==> src/rtl/instr_encoder.sv <==
// instr_encoder
//   Encodes LEGv8 LDUR/STUR/CBZ/ADDI/SUBI requests into 32-bit instruction
//   words and attaches a word address from a wrapping counter. The output is a
//   single registered stage with a valid/ready handshake. Requests that use an
//   illegal op, or whose immediate does not fit its field, emit no word. They
//   raise a one-cycle err pulse and bump a saturating error counter.
//
// Ports
//   clk        rising-edge clock
//   reset      synchronous, active-high reset
//   in_valid   encode request present
//   in_ready   encoder can accept a request this cycle
//   op         0 LDUR, 1 STUR, 2 CBZ, 3 ADDI, 4 SUBI; 5-7 illegal
//   rt         Rt (LDUR/STUR/CBZ) or Rd (ADDI/SUBI)
//   rn         Rn (ignored for CBZ)
//   imm        64-bit sign-extended immediate
//   out_valid  instr/addr hold an encoded word
//   out_ready  downstream accepts the word
//   instr      encoded instruction
//   addr       word address for instr
//   err        one-cycle pulse after a rejected request
//   err_count  saturating count of rejected requests
module instr_encoder #(
  parameter int ADDR_W = 6
) (
  input  logic              clk,
  input  logic              reset,
  input  logic              in_valid,
  output logic              in_ready,
  input  logic [2:0]        op,
  input  logic [4:0]        rt,
  input  logic [4:0]        rn,
  input  logic [63:0]       imm,
  output logic              out_valid,
  input  logic              out_ready,
  output logic [31:0]       instr,
  output logic [ADDR_W-1:0] addr,
  output logic              err,
  output logic [7:0]        err_count
);

  typedef enum logic [2:0] {
    OP_LDUR = 3'd0,
    OP_STUR = 3'd1,
    OP_CBZ  = 3'd2,
    OP_ADDI = 3'd3,
    OP_SUBI = 3'd4
  } op_e;

  localparam logic [10:0] OPC_LDUR = 11'b11111000010;
  localparam logic [10:0] OPC_STUR = 11'b11111000000;
  localparam logic [7:0]  OPC_CBZ  = 8'b10110100;
  localparam logic [9:0]  OPC_ADDI = 10'b1001000100;
  localparam logic [9:0]  OPC_SUBI = 10'b1101000100;

  op_e               opc;
  logic              accept;
  logic              drain;
  logic              legal;
  logic [31:0]       enc;
  logic [ADDR_W-1:0] cnt;

  // Signed range checks: the bits above the field's sign bit must all copy it.
  logic fits_d9;
  logic fits_d19;
  logic fits_u12;

  assign opc      = op_e'(op);
  assign fits_d9  = (&imm[63:8])  | ~(|imm[63:8]);
  assign fits_d19 = (&imm[63:18]) | ~(|imm[63:18]);
  assign fits_u12 = ~(|imm[63:12]);

  // Single output register: it may drain and refill in the same cycle.
  assign in_ready = ~reset & (~out_valid | out_ready);
  assign accept   = in_valid & in_ready;
  assign drain    = out_valid & out_ready;

  always_comb begin
    enc   = '0;
    legal = 1'b0;
    case (opc)
      OP_LDUR: begin
        enc   = {OPC_LDUR, imm[8:0], 2'b00, rn, rt};
        legal = fits_d9;
      end
      OP_STUR: begin
        enc   = {OPC_STUR, imm[8:0], 2'b00, rn, rt};
        legal = fits_d9;
      end
      OP_CBZ: begin
        enc   = {OPC_CBZ, imm[18:0], rt};
        legal = fits_d19;
      end
      OP_ADDI: begin
        enc   = {OPC_ADDI, imm[11:0], rn, rt};
        legal = fits_u12;
      end
      OP_SUBI: begin
        enc   = {OPC_SUBI, imm[11:0], rn, rt};
        legal = fits_u12;
      end
      default: begin
        enc   = '0;
        legal = 1'b0;
      end
    endcase
  end

  always_ff @(posedge clk) begin
    if (reset) begin
      out_valid <= 1'b0;
      instr     <= '0;
      addr      <= '0;
      cnt       <= '0;
      err       <= 1'b0;
      err_count <= '0;
    end else begin
      err <= 1'b0;
      if (drain) begin
        out_valid <= 1'b0;
      end
      // An accept only happens when the register is empty or draining, so a
      // rejected request can never overwrite a held word.
      if (accept) begin
        if (legal) begin
          out_valid <= 1'b1;
          instr     <= enc;
          addr      <= cnt;
          cnt       <= cnt + ADDR_W'(1);
        end else begin
          err <= 1'b1;
          if (err_count != 8'hFF) begin
            err_count <= err_count + 8'd1;
          end
        end
      end
    end
  end

endmodule

==> config.mk <==
export PLATFORM = sky130hd
export DESIGN_NAME = instr_encoder
export DESIGN_NICKNAME = d
export VERILOG_FILES = /design/src/rtl/instr_encoder.sv
export SDC_FILE = /design/constraint.sdc
export NUM_CORES = 1
export LEC_CHECK = 0
export CORE_MARGIN = 5
export CORE_UTILIZATION = 44
export CTS_CLUSTER_SIZE = 25
export DETAILED_ROUTE_END_ITERATION = 10
export HOLD_SLACK_MARGIN = 0.02
export PLACE_DENSITY = 0.86
export SYNTH_ARGS = -nofsm -noshare
export SYNTH_HDL_FRONTEND = slang
export SYNTH_SLANG_ARGS = --single-unit
==> constraint.sdc <==
create_clock -name clk -period 3.4 [get_ports clk]
set_input_delay 0.34 -clock clk [delete_from_list [all_inputs] [get_ports clk]]
set_output_delay 0.34 -clock clk [all_outputs]
set_load 0.02 [all_outputs]
==> impl_metrics.toml <==
[status]
status = "completed"

[cts]
cts_tree = "done"
cts_buffers = 5
insertion_delay_ns = 0.32
post_cts_resized = 0
cts_setup_buffers = 0
postCtsHoldBufs = 0
clock-sinks = 52
clkSlewWorstSetupHoldPaths_ns = 0.10
clk_path_buf_depth = 2
h-tree-depth = 2
cts_root_buffer = "clkbuf_8"

[final_layout]
seq_area_sq_um = 1041
fillers = 499
final_layout_size_suffix_gt1_share_pct = 5.556
insertedDiodeCount = 0
final_common_cell = "clkdlybuf4s50_1"
multi_input_area_sq_um = 1558
finalNetCount = 550
final_util_pct = 69.73
final_cell_mix = "127 x clkdlybuf4s50_1, 52 x nor2_1, 52 x dfxtp_1"
syn_to_final_growth_pct = 52.88

[route]
ant_nets = 0
totalWireLength_mm = 8.494
via_per_inst = 5.611
drcViolationCount = 0
drtIter0Drc = 122
wl_per_cell_um = 15.64
vias = 3047
firstDrtPassIters = 4

[sta]
fmax_mhz = 377.4
fin_crit_sh_pct = 77.93
fin_hold_ws_ns = 0.3661
rsz0062_at_grt = "no"
worst_slack_ns = 0.7505
finalCriticalPeriod_ns = 2.650
slew_viol_final = 0
hold_viol = 0
setup_viol = 0
fin_skew_ns = 0.01063
slew_headroom_pct = 63.31
worst_pin_slew_ns = 0.5492
tns_ns = 0

[global_routing]
grt_pass1_vias = 2968
grt_usage_pct = 21.95
gr-total-overflow = 0
grt_max_degree = 54
antenna_found_initial = 0
grt_pass1_wl_mm = 13.75

[die]
die_h_um = 88.57
core_sq_um = 5956
fp-row-count = 28
start_util_pct = 45.61
dieWidth_um = 88.57
pin_count = 130
dieArea_sq_um = 7845

[synthesis]
synth_cells = 349
synth_top_area_share_pct = 38.32
yosys_warnings = 0
async_flop_share_pct = 0
synth_ff_type = "dfxtp_1"
syn-num-nets = 432
ys_types = 37
yosysSeqAreaShare_pct = 38.32
yosysTopAreaCell = "dfxtp_1"
syn-cell-area_sq_um = 2716
synthTopCellsByArea = "dfxtp_1 38%, a211oi_1 7.2%, nor2_1 7.2%, nand2_1 5.4%, a21oi_1 4.8%"
ys_ff_latch = 52
synth_area_per_cell_sq_um = 7.783
synth_edf_count = 0

[placed_design]
io_buffers = 128
dp_slack_ns = 0.3915
place.gp.congestion = 0.9180
dp_hpwl_mm = 6.551

[power_and_ir_drop]
switching_share_pct = 26.12
clkPwrFrac_pct = 31.5
leakagePower_nw = 1.351
p_seq_share_pct = 51.6
powerDensity_nw_per_um2 = 286.1
p_int_uw = 877.8
total_power_mw = 1.188
peakVddDrop_uv = 167.0
power_frac_comb_pct = 16.9
p_switching_uw = 310.4

[critical_path]
endpoint_kind = "flip-flop"
cp_num_buf_inv = 1
worstSetupPathType = "input port to flip-flop"
cp.arrival_ns = 2.87
crit_fanout = 9
worst_setup_path_start_kind = "input port"
required_ns = 3.62
worst_path_most_repeated_cell = "nor4_1"
rrSetupSlack_ns = 1.08
crit_path_cell_trace = "clkdlybuf4s50_1 -> nor4_1 -> nand3_1 -> nor4_1 -> o21a_1 -> o21ai_2 -> nor4_1 -> mux2_2"
reg2reg_to = "err_count[7]"
slowest_delay_ns = 0.52
crit_family = "simple AND/OR/NAND/NOR gates"
reg2reg_depth = 7
cpMaxStageDelayCell = "clkdlybuf4s50_1"
r2r_start = "out_valid"

[hold_path]
worstHoldStart = "reset"
min_to = "instr[23]"
hp-class = "input port to flip-flop"
hold-path-cell-count = 4

[job]
drv_cap = 0
logic make-up after synthesis:
| group | after synthesis | synth area share (%) |
|---|---|---|
| buffers and inverters | 28 | 4.468 |
| DFF | 52 | 38.32 |
| and+or+nand+nor | 180 | 33.07 |
| xor gates and xnor gates | 6 | 1.935 |
| other | 1 | 0.1381 |
| AOI/OAI and AO/OA | 66 | 15.80 |
| muxes | 14 | 5.343 |
| adders and majority gates | 2 | 0.9211 |
cells in the mapped netlist, types with 10 or more instances:
| cell | instances |
|---|---|
| clkbuf_1 | 15 |
| nor2_1 | 52 |
| nand4_1 | 17 |
| a211oi_1 | 26 |
| nor3_1 | 21 |
| nor2b_1 | 10 |
| dfxtp_1 | 52 |
| mux2i_1 | 10 |
| nand2_1 | 39 |
| nor4_1 | 19 |
| a21oi_1 | 26 |
layout make-up:
type                            count  share of cell area (%)
Multi-Input combinational cell    269                   37.51
Clock buffer                        5                   1.657
Clock inverter                      3                  0.6629
Tap cell                           75                   2.260
Inverter                            2                  0.1808
Timing Repair Buffer              137                   32.66
Sequential cell                    52                   25.07
state kept, by name, summed over array words and instances, names as in the netlist:
signal / flops
err: 1
out_valid: 1
err_count: 8
instr: 30
cnt: 6
addr: 6
worst max-delay path by stage:
stage	depth (start not counted)	startpoint	to	slack (ns)
after detailed placement	8	imm[11]	cnt[5]	0.39
after CTS	8	imm[10]	cnt[5]	0.74
final	8	imm[8]	cnt[5]	0.75
after global routing	9	imm[41]	instr[20]	0.55
after floorplan	7	imm[17]	cnt[5]	1.19
after global placement	8	imm[17]	cnt[5]	0.48
per-layer routing:
| metal | track usage, % | share of wire (%) | up-vias | routed length, um |
|---|---|---|---|---|
| met3 | 4.376 | 6.7 | 17 | 566 |
| met5 | 0 | 0 | - | 0 |
| met2 | 38.75 | 52 | 109 | 4417 |
| met1 | 26.30 | 39 | 1411 | 3331 |
| li1 | - | - | 1510 | - |
| met4 | 8.104 | 2.1 | 0 | 178 |
stage by stage:
stage	cells	instance area, sq um
final	543	4153
after floorplan	349	2716
after global routing	543	4153
after CTS	543	4153
after global placement	535	4056
after detailed placement	535	4056
power by group through the flow:
| stage | sequential, mW | combinational (mW) | clock (mW) |
|---|---|---|---|
| after floorplan | 0.630 | 0.0651 | 0 |
| after global placement | 0.627 | 0.196 | 0 |
| after detailed placement | 0.627 | 0.199 | 0 |
| after CTS | 0.613 | 0.200 | 0.384 |
| after global routing | 0.614 | 0.216 | 0.410 |
| final | 0.613 | 0.201 | 0.374 |
worst min-delay path: cells and delay by family:
| kind | cells | cell delay, ns |
|---|---|---|
| simple gates | 2 | 0.16 |
| compound gates | 1 | 0.05 |
| buf+inv | 1 | 0.09 |
Note: power is estimated with default switching activity, not from simulation.
